## config.mk

```make
export PLATFORM = sky130hd
export DESIGN_NAME = hyperbus_wb_bridge
export DESIGN_NICKNAME = d
export VERILOG_FILES = /design/src/rtl/hyperbus_wb_bridge.sv
export SDC_FILE = /design/constraint.sdc
export NUM_CORES = 1
export LEC_CHECK = 0
export ABC_AREA = 1
export CAP_MARGIN = 15
export CORE_AREA = 2 2 88 111
export DETAILED_ROUTE_END_ITERATION = 10
export DIE_AREA = 0 0 90 113
export MAX_ROUTING_LAYER = met4
export PLACE_DENSITY = 0.69
export SYNTH_ARGS = -nofsm -noshare
export SYNTH_HDL_FRONTEND = slang
export SYNTH_SLANG_ARGS = --single-unit
```

## constraint.sdc

```tcl
create_clock -name clk90 -period 2.7 [get_ports clk90]
set_clock_uncertainty 0.1 [all_clocks]
set_input_delay 0.27 -clock clk90 [delete_from_list [all_inputs] [get_ports clk90]]
set_output_delay 0.27 -clock clk90 [all_outputs]
set_load 0.03 [all_outputs]
```

## src/rtl/hyperbus_wb_bridge.sv

```systemverilog
// rtl/hyperbus_wb_bridge.sv - Wishbone classic single-beat slave feeding the HyperBus leader controller.
// Holds wrq/rrq until one word moves, then terminates with ack (or err on timeout) and enforces an idle gap.
module hyperbus_wb_bridge #(
  parameter int WIDTH       = 8,
  parameter int ADDR_LENGTH = 32,
  parameter int TIMEOUT     = 255,
  parameter int GAP_CYCLES  = 4
) (
  input  logic                     clk90,
  input  logic                     rst,
  input  logic [ADDR_LENGTH-1:0]   wb_adr_i,
  input  logic [2*WIDTH-1:0]       wb_dat_i,
  input  logic [2*WIDTH/8-1:0]     wb_sel_i,
  input  logic                     wb_we_i,
  input  logic                     wb_cyc_i,
  input  logic                     wb_stb_i,
  output logic [2*WIDTH-1:0]       wb_dat_o,
  output logic                     wb_ack_o,
  output logic                     wb_err_o,
  output logic [ADDR_LENGTH-1:0]   hb_adr_o,
  output logic [2*WIDTH-1:0]       hb_dat_o,
  output logic [2*WIDTH/8:0]       hb_mask_o,
  output logic                     hb_reg_space_o,
  output logic                     hb_wrq_o,
  output logic                     hb_rrq_o,
  input  logic                     hb_ready_i,
  input  logic                     hb_valid_i,
  input  logic [2*WIDTH-1:0]       hb_dat_i
);

  localparam int DW = 2 * WIDTH;
  localparam int SW = 2 * WIDTH / 8;
  localparam logic [7:0] TO_LAST  = 8'(TIMEOUT - 1);
  localparam logic [7:0] GAP_LAST = 8'(GAP_CYCLES - 1);

  typedef enum logic [3:0] {
    IDLE  = 4'b0001,
    WRITE = 4'b0010,
    READ  = 4'b0100,
    GAP   = 4'b1000
  } state_t;

  state_t                  state_q, state_d;
  logic [7:0]              cnt_q, cnt_d;
  logic [7:0]              cnt_inc;
  logic [ADDR_LENGTH-1:0]  adr_q, adr_d;
  logic [DW-1:0]           dat_q, dat_d;
  logic [SW:0]             mask_q, mask_d;
  logic                    reg_q, reg_d;
  logic                    wrq_q, wrq_d;
  logic                    rrq_q, rrq_d;
  logic                    ack_q, ack_d;
  logic                    err_q, err_d;
  logic [DW-1:0]           rdat_q, rdat_d;

  // Byte-address bit 0 is intentionally dropped: odd addresses map to the containing word.
  logic unused_adr0;
  assign unused_adr0 = wb_adr_i[0];

  assign cnt_inc = (cnt_q == 8'hFF) ? cnt_q : cnt_q + 8'd1;

  always_ff @(posedge clk90 or posedge rst) begin
    if (rst) begin
      state_q <= GAP;
      cnt_q   <= '0;
      adr_q   <= '0;
      dat_q   <= '0;
      mask_q  <= '0;
      reg_q   <= 1'b0;
      wrq_q   <= 1'b0;
      rrq_q   <= 1'b0;
      ack_q   <= 1'b0;
      err_q   <= 1'b0;
      rdat_q  <= '0;
    end else begin
      state_q <= state_d;
      cnt_q   <= cnt_d;
      adr_q   <= adr_d;
      dat_q   <= dat_d;
      mask_q  <= mask_d;
      reg_q   <= reg_d;
      wrq_q   <= wrq_d;
      rrq_q   <= rrq_d;
      ack_q   <= ack_d;
      err_q   <= err_d;
      rdat_q  <= rdat_d;
    end
  end

  always_comb begin
    state_d = state_q;
    cnt_d   = cnt_q;
    adr_d   = adr_q;
    dat_d   = dat_q;
    mask_d  = mask_q;
    reg_d   = reg_q;
    wrq_d   = wrq_q;
    rrq_d   = rrq_q;
    ack_d   = 1'b0;
    err_d   = 1'b0;
    rdat_d  = rdat_q;

    case (state_q)
      IDLE: begin
        cnt_d = '0;
        if (wb_cyc_i && wb_stb_i) begin
          adr_d  = {2'b00, wb_adr_i[ADDR_LENGTH-2:1]};
          reg_d  = wb_adr_i[ADDR_LENGTH-1];
          dat_d  = wb_dat_i;
          mask_d = {1'b0, ~wb_sel_i};
          if (wb_we_i) begin
            wrq_d   = 1'b1;
            state_d = WRITE;
          end else begin
            rrq_d   = 1'b1;
            state_d = READ;
          end
        end
      end

      WRITE: begin
        cnt_d = cnt_inc;
        if (!wb_cyc_i) begin
          wrq_d   = 1'b0;
          rrq_d   = 1'b0;
          cnt_d   = '0;
          state_d = GAP;
        end else if (hb_ready_i) begin
          // All-ones mask neutralises any extra word clocked before wrq is seen low.
          wrq_d   = 1'b0;
          mask_d  = '1;
          ack_d   = 1'b1;
          cnt_d   = '0;
          state_d = GAP;
        end else if (cnt_q >= TO_LAST) begin
          wrq_d   = 1'b0;
          rrq_d   = 1'b0;
          err_d   = 1'b1;
          cnt_d   = '0;
          state_d = GAP;
        end
      end

      READ: begin
        cnt_d = cnt_inc;
        if (!wb_cyc_i) begin
          wrq_d   = 1'b0;
          rrq_d   = 1'b0;
          cnt_d   = '0;
          state_d = GAP;
        end else if (hb_valid_i) begin
          rdat_d  = hb_dat_i;
          rrq_d   = 1'b0;
          ack_d   = 1'b1;
          cnt_d   = '0;
          state_d = GAP;
        end else if (cnt_q >= TO_LAST) begin
          wrq_d   = 1'b0;
          rrq_d   = 1'b0;
          err_d   = 1'b1;
          cnt_d   = '0;
          state_d = GAP;
        end
      end

      GAP: begin
        wrq_d = 1'b0;
        rrq_d = 1'b0;
        if (cnt_q >= GAP_LAST) begin
          cnt_d   = '0;
          state_d = IDLE;
        end else begin
          cnt_d = cnt_inc;
        end
      end

      default: begin
        wrq_d   = 1'b0;
        rrq_d   = 1'b0;
        cnt_d   = '0;
        state_d = GAP;
      end
    endcase
  end

  assign wb_dat_o       = rdat_q;
  assign wb_ack_o       = ack_q;
  assign wb_err_o       = err_q;
  assign hb_adr_o       = adr_q;
  assign hb_dat_o       = dat_q;
  assign hb_mask_o      = mask_q;
  assign hb_reg_space_o = reg_q;
  assign hb_wrq_o       = wrq_q;
  assign hb_rrq_o       = rrq_q;

endmodule

```

Word-level counts from Yosys, hierarchy flattened
Cells that the tools add are included.
{"block": "totals", "input_bits": 73, "reg_bits": 82, "word_cells": 84}
{"block": "classes", "magnitude_cmp": 2, "n_addsub": 1, "muxes": 48, "n_reduce_logical": 8, "n_eq_ne": 13, "n_bitwise": 1}
{"operator": "two-way mux 8 bit", "count": 7}
{"operator": "two-way mux 4 bit", "count": 7}
{"operator": "one-hot mux 8 bit (3 select lines)", "count": 1}
{"operator": "two-way mux 1 bit", "count": 23}
{"operator": "one-hot mux 4 bit (4 select lines)", "count": 1}
{"operator": "two-way mux 3 bit", "count": 4}
{"operator": "!= test 2 bit (second input constant)", "count": 6}
{"operator": "AND reduction 3 bit", "count": 3}
{"operator": "adder 8 x 1 -> 8 bit (second input constant)", "count": 1}
{"operator": "== test 8 bit (second input constant)", "count": 1}
{"operator": ">= comparator 8 x 2 -> 1 bit (second input constant)", "count": 1}
{"operator": ">= comparator 8 bit (second input constant)", "count": 1}
{"operator": "!= test 3 bit (second input constant)", "count": 2}
{"operator": "one-hot mux 1 bit (3 select lines)", "count": 2}
{"operator": "one-hot mux 3 bit (2 select lines)", "count": 1}
{"operator": "== test 4 x 1 -> 1 bit (second input constant)", "count": 1}
{"operator": "== test 4 x 2 -> 1 bit (second input constant)", "count": 1}
{"operator": "== test 4 x 3 -> 1 bit (second input constant)", "count": 1}
{"operator": "== test 4 bit (second input constant)", "count": 1}
{"operator": "one-hot mux 1 bit (2 select lines)", "count": 2}
{"operator": "AND reduction 2 bit", "count": 2}
{"operator": "AND reduction 4 bit", "count": 1}
{"operator": "inverter 2 bit", "count": 1}
{"operator": "nonzero test 2 bit", "count": 1}
{"operator": "logical AND 1 bit", "count": 1}

Logic depth before layout (Yosys ltp)
Gate-level depths: netlist of run 1.
{"block": "depth", "depth_word": 6, "depth_mapped": 9, "ltp_nobuf": 9}

Least setup slack after synthesis of run 1
Ideal clock, no wire load.
{"block": "synth_timing", "path_type": "flip-flop to flip-flop", "startpoint": "register cnt_q[1]", "endpoint": "register cnt_q[5]", "setup_slack_ns": 1.248, "path_stages_with_launch": 8, "t_arrival_ns": 1.289, "path_cell_list": "dfrtp_1 > ha_1 > or2_1 > nor2_1 > nand3b_1 > nand2_2 > o21ai_0 > inv_1"}
{"block": "synth_via", "elab_chain_cells": 6, "elab_cells_between_ends": 12, "cone_classes": "add/sub (1); order compare (2); eq/ne (1); mux (8)"}
{"element": "start: declaration", "line_no": "44", "source": "logic [7:0] cnt_q, cnt_d;"}
{"element": "start signal: assignment", "line_no": "77", "source": "cnt_q <= cnt_d;"}
{"element": "adder 8 x 1 -> 8 bit / == test 8 bit (equally long branches)", "line_no": "60", "source": "assign cnt_inc = (cnt_q == 8'hFF) ? cnt_q : cnt_q + 8'd1;"}
{"element": "two-way mux 8 bit", "line_no": "60"}
{"element": "two-way mux 8 bit", "line_no": "135, 157"}
{"element": "two-way mux 8 bit (on tied branches)", "line_no": "151, 128"}
{"element": "two-way mux 8 bit (on tied branches)", "line_no": "146, 123"}
{"element": "one-hot mux 8 bit (3 select lines) (*)", "line_no": "103", "source": "case (state_q)"}
{"element": "net cnt_d[5]", "line_no": "44"}
The timed path passes the listed nets; every way through them passes the cells marked *.
A chain may end at the register's enable or synchronous reset.

Worst setup path in the final report of run 1
{"block": "layout_timing", "startpoint": "register state_q[1]", "endpoint": "register wrq_q, in the netlist hb_wrq_o"}
{"block": "layout_via", "elab_chain_cells": 3, "elab_cells_between_ends": 8, "cone_classes": "eq/ne (6); mux (1); reduce/logical (1)"}
{"element": "start: declaration", "line_no": "43", "source": "state_t state_q, state_d;"}
{"element": "start signal: assignment", "line_no": "76", "source": "state_q <= state_d;"}
{"element": "== test 4 x 3 -> 1 bit / == test 4 x 1 -> 1 bit (equally long branches)", "line_no": "103"}
{"element": "!= test 3 bit (no line) / != test 2 bit (equally long branches)"}
{"element": "AND reduction 3 bit (no line)"}
{"element": "end signal: assignment", "line_no": "82", "source": "wrq_q <= wrq_d;"}
{"element": "end: declaration", "line_no": "50", "source": "logic wrq_q, wrq_d;"}
Parallel ways exist; a longest one is shown, timed or not.

==> reports/qor.txt, run 1 <==
Iter 0 DRT Violations -> 200
number of synthesized flops with an enable pin -> 0
hold_ws -> 263 ps
#FFs+latches synth -> 82
main flop type after synthesis -> dfrtp_1
GRT Total Usage -> 0.185
PwrDens -> 1040 nW/µm²
DP Wirelength -> 6420 µm
Async SR Flop Fraction -> 1.00
Worst Reg-to-Reg Cells -> 7
Worst EP arrival -> 1950 ps
syn avg cell area -> 8.39 µm²
top-area cell type share of the netlist area -> 0.572
Yosys cell types -> 28
worst skew pair latency -> 330 ps
worst-case clock buffer depth -> 2
Tcrit/Tclk final -> 0.663
I/O pins -> 145
Syn-to-layout area delta -> 50.1%
final setup fails -> 0
GP Congestion -> 0.842
Worst Setup EP -> hb_wrq_o$_DFFE_PP0P_
Tightest Pin Transition -> 710 ps
Leak Pwr -> 2.67 nW
Reg2Reg Launch Point -> state_q[1]$_DFFE_PP0P_
post-CTS setup buffer count -> 0
H-tree Lvls -> 3
vias in the first global route -> 3104
layout cell share with drive strength beyond 1 -> 0.0582
Die X -> 90 µm
Max Slew Vio Count -> 0
sequential share of the synthesized area -> 0.580
Die ar. -> 10200 µm²
ANT cells -> 0
WP data required -> 2860 ps
YS warnings -> 0
Via-to-Cell Ratio -> 4.57
CP Capture Type -> flip-flop
initial core utilization -> 0.390
Num CTS Buffers -> 9
pre-CTS setup slack -> 690 ps
Worst Setup SP -> state_q[1]$_DFFE_PP0P_
Max rail drop VDD -> 0.495 mV
Pwr Total -> 5.55 mW
leading area contributor after synthesis -> dfrtp_1
fmax -> 0.558 GHz
clock sink count -> 82
hold buffer count at cts -> 0
class of the worst hold path -> in -> async
final net count -> 639
drt wl/cell -> 12.9 µm
Synth area leaders -> dfrtp_1 57%, nand2_1 21%, inv_1 4.0%, o21ai_1 2.3%, nor2_1 1.4%
R2R setup slack -> 910 ps
Die Y -> 113 µm
Root Driver -> clkbuf_16
gr ovfl total -> 0
status -> completed
setup TNS -> 0 ps
unrepaired setup endpoints after global routing -> no
drt drc -> 0
Worst-path clk slew -> 60 ps
1st-pass router iterations -> 4
first-pass GRT wire length -> 14800 µm
largest net degree at the start of global routing -> 41
Rows -> 39
Final Hold Vio Count -> 0
initial antenna violation count -> 0
slew margin rel. -> 0.526
CP max FO -> 33
RR Endpoint -> hb_wrq_o$_DFFE_PP0P_
Post-Route WL -> 8890 µm
crit path time final -> 1790 ps
CTS tree -> done
IO Port Bufs -> 141
Final Core Density -> 0.586
remaining antenna violation count -> 0
via count -> 3151
final worst slack -> 909 ps
number of gates resized after CTS -> 0
critical path class -> reg -> reg
synthesized area -> 3540 µm²
Core ar. -> 9080 µm²
MaxCap Viol Count -> 0
Worst setup SP type -> flip-flop
Post-Synthesis Cells -> 422
## where the power goes
group | internal, mW | switching (mW)
Combinational | 1.06 | 1.51
Sequential | 1.68 | 0.242
Clock | 0.611 | 0.451
Total | 3.35 | 2.20
## worst min-delay path by stage
stage	cells past startpoint	endpoint	slack (ps)
global route	2	cnt_q[2]$_DFF_PP0_	320
floorplan	1	hb_mask_o[0]$_DFFE_PP0P_	280
CTS	2	hb_rrq_o$_DFFE_PP0P_	280
global placement	2	hb_adr_o[11]$_DFFE_PP0P_	360
finish	2	cnt_q[2]$_DFF_PP0_	260
detailed placement	2	hb_adr_o[28]$_DFFE_PP0P_	360
## state kept, by name, indices dropped and copies added, names as in the netlist
name and flops:
hb_wrq_o 1, hb_dat_o 16, hb_rrq_o 1, hb_adr_o 30, cnt_q 8, hb_reg_space_o 1, wb_dat_o 16, wb_err_o 1
state_q 4, hb_mask_o 3, wb_ack_o 1
## logic make-up after synthesis
logic type / after synthesis / share of synthesized area
AND/OR/NAND/NOR: 243 / 0.280
flip-flops: 82 / 0.580
buffers and inverters: 58 / 0.0753
AO/OA/AOI/OAI: 33 / 0.0495
XOR/XNOR: 3 / 0.00742
adder cells (fa/ha/maj): 2 / 0.00707
other: 1 / 0.00106
## per-stage QoR
step | instance area (µm²) | cells
4_1_cts | 5320 | 690
5_1_grt | 5320 | 690
3_3_place_gp | 5060 | 676
6_report | 5320 | 690
3_5_place_dp | 5060 | 676
2_1_floorplan | 3540 | 423
## cells in the final DEF (no fill, tap or decap), types with 4 or more instances in the layout
| master | instances |
|---|---|
| a21oi_1 | 6 |
| inv_2 | 4 |
| nor2_1 | 13 |
| dfrtp_1 | 81 |
| nand2_1 | 202 |
| clkbuf_16 | 9 |
| inv_1 | 37 |
| clkdlybuf4s50_1 | 141 |
| o21ai_0 | 7 |
| nand3_1 | 9 |
| a22oi_1 | 4 |
| o21ai_1 | 16 |
## layer usage
layer | vias up | global-route usage | share of wire
li1 | 1559 | - | -
met3 | 16 | 0.0459 | 0.073
met5 | - | - | 0
met4 | 0 | 0.0779 | 0.016
met1 | 1452 | 0.238 | 0.45
met2 | 124 | 0.281 | 0.46
## synth_stat cells (4+ instances only)
cell / number
a21oi_1: 6
a22oi_1: 4
buf_2: 9
buf_4: 4
dfrtp_1: 81
inv_1: 38
inv_2: 4
nand2_1: 202
nand3_1: 9
nor2_1: 13
o21ai_0: 7
o21ai_1: 16
## layout make-up
| type | instances | area [µm²] |
|---|---|---|
| tap | 123 | 154 |
| timing repair buffer | 146 | 1470 |
| clock buffer | 11 | 233 |
| inverter | 42 | 159 |
| clock inverter | 3 | 18.8 |
| multi-input combinational | 283 | 1220 |
| sequential | 82 | 2050 |
| fill | 826 | 3760 |
## critical path: stages (launching register included)
cell	delay (ps)
dfrtp_1	410
inv_2	70
nand2_1	70
nor2_2	170
nand3_2	500
nand2_1	200
inv_1	50
a21oi_1	140
No activity file was read; power rests on OpenSTA's default activity.
==> run 2: changes to the inputs <==
Clock period 2.7 ns to 1.85 ns, I/O delays scaled along.
==> run 2 against run 1 <==
Net effect:
- sequential cell count unchanged
- non-clock buffer count increased by 5
- clock power grew 87%
- sequential share of layout area is 0.92 points lower
- setup slack worse by 750 ps
- count of clock-buffer cells in the layout shrank 2
- final area rose by 2.4%
- global-route usage increased by 0.45 points
- critical path depth shrank 6
- critical path type is now reg -> out
- critical endpoint is now hb_rrq_o
==> reports/qor.txt, run 2 (same netlist as run 1, synthesis figures left out) <==
sequential cell area -> 2050 µm²
filler instances -> 812
Tcrit/Tclk final -> 0.916
Crit path buffers/inverters -> 1
ANT cells -> 0
IO Port Bufs -> 141
Leak Pwr -> 2.73 nW
Worst-path clk slew -> 60 ps
DP Wirelength -> 6500 µm
Max rail drop VDD -> 0.751 mV
critical-path cell list -> clkdlybuf4s50_1
initial antenna violation count -> 0
status -> completed
first-pass GRT wire length -> 15000 µm
most common cell after layout, fill and taps aside -> nand2_1
fmax -> 0.590 GHz
Worst EP arrival -> 1410 ps
Worst setup SP type -> flip-flop
most frequent cells in the layout -> 202 x nand2_1, 141 x clkdlybuf4s50_1, 81 x dfrtp_1, 37 x inv_1, 16 x o21ai_1
area of the multi-input gates -> 1220 µm²
worst skew pair latency -> 330 ps
CTS tree -> done
H-tree Lvls -> 3
pre-CTS setup slack -> 177 ps
met1 Usage GRT -> 0.237
Die X -> 90 µm
CP Capture Type -> primary output
Critical-path top delay cell -> clkdlybuf4s50_1
largest net degree at the start of global routing -> 34
Iter 0 DRT Violations -> 113
I/O pins -> 145
1st-pass router iterations -> 4
crit path time final -> 1690 ps
drt wl/cell -> 12.6 µm
Syn-to-layout area delta -> 53.8%
Rows -> 39
WP data required -> 1560 ps
Core ar. -> 9080 µm²
Final Hold Vio Count -> 0
gr ovfl total -> 0
Max Slew Vio Count -> 0
class of the worst hold path -> in -> async
final net count -> 644
vias in the first global route -> 3170
Num CTS Buffers -> 9
initial core utilization -> 0.390
hold buffer count at cts -> 0
final worst slack -> 156 ps
placed cell count -> 681
via count -> 3143
layout cell share with drive strength beyond 1 -> 0.0699
PwrDens -> 1570 nW/µm²
CP delay by family, top -> buffers and inverters
CP max FO -> 3
final setup fails -> 0
post-CTS setup buffer count -> 0
busiest grt layer -> met2
Die ar. -> 10200 µm²
Die Y -> 113 µm
worst-case clock buffer depth -> 2
GP Congestion -> 0.883
drt drc -> 0
GR Util met2 -> 0.294
met3 Track Usage GR -> 0.0439
GRT Total Usage -> 0.189
setup TNS -> 0 ps
Via-to-Cell Ratio -> 4.52
Post-Route WL -> 8740 µm
Final Non-Filler Cells -> 695
number of gates resized after CTS -> 0
critical path class -> reg -> out
flip-flop count of the largest register after layout -> 30
MaxCap Viol Count -> 0
Root Driver -> clkbuf_16
slowest stage delay, CP -> 710 ps
unrepaired setup endpoints after global routing -> no
clock sink count -> 82
remaining antenna violation count -> 0
[run 2: per-layer routing]
layer	vias to the layer above	wire (µm)
li1	1575	-
met1	1438	3930
met2	117	4050
met3	13	576
met4	0	178
met5	-	0
[run 2: worst paths after layout]
kind	cells after the start	slack (ps)	from	end
max in group asynchronous	3	1070	rst	state_q[3]$_DFFE_PP1P_
min in group clk90	3	290	wb_dat_i[5]	hb_dat_o[5]$_DFFE_PP0P_
worst max register to register	7	190	cnt_q[1]$_DFF_PP0_	cnt_q[4]$_DFF_PP0_
worst min register to register	2	380	hb_adr_o[25]$_DFFE_PP0P_	hb_adr_o[25]$_DFFE_PP0P_
worst min-delay path	3	200	rst	cnt_q[2]$_DFF_PP0_
worst max-delay path	1	160	hb_rrq_o$_DFFE_PP0P_	hb_rrq_o
[run 2: layout make-up]
class / instances / share of cell area
Timing Repair Buffer: 151 / 0.280
Inverter: 42 / 0.0296
Sequential cell: 82 / 0.377
Clock buffer: 9 / 0.0414
Tap cell: 123 / 0.0283
Clock inverter: 5 / 0.0191
Multi-Input combinational cell: 283 / 0.225
[run 2: where the power goes]
| group | total (mW) | internal (mW) | switching [mW] |
|---|---|---|---|
| Clock | 1.98 | 1.30 | 0.675 |
| Sequential | 2.80 | 2.45 | 0.349 |
| Combinational | 3.75 | 1.56 | 2.19 |
[run 2: stage by stage]
step / hold WS, ps / utilization / area [µm²] / power [mW]
after CTS: 199 / 0.600 / 5450 / 8.63
after detailed placement: 362 / 0.564 / 5120 / 6.61
final: 200 / 0.600 / 5450 / 8.53
after global routing: 246 / 0.600 / 5450 / 9.00
after global placement: 360 / 0.564 / 5120 / 6.53
after floorplan: 192 / - / 3550 / 4.94
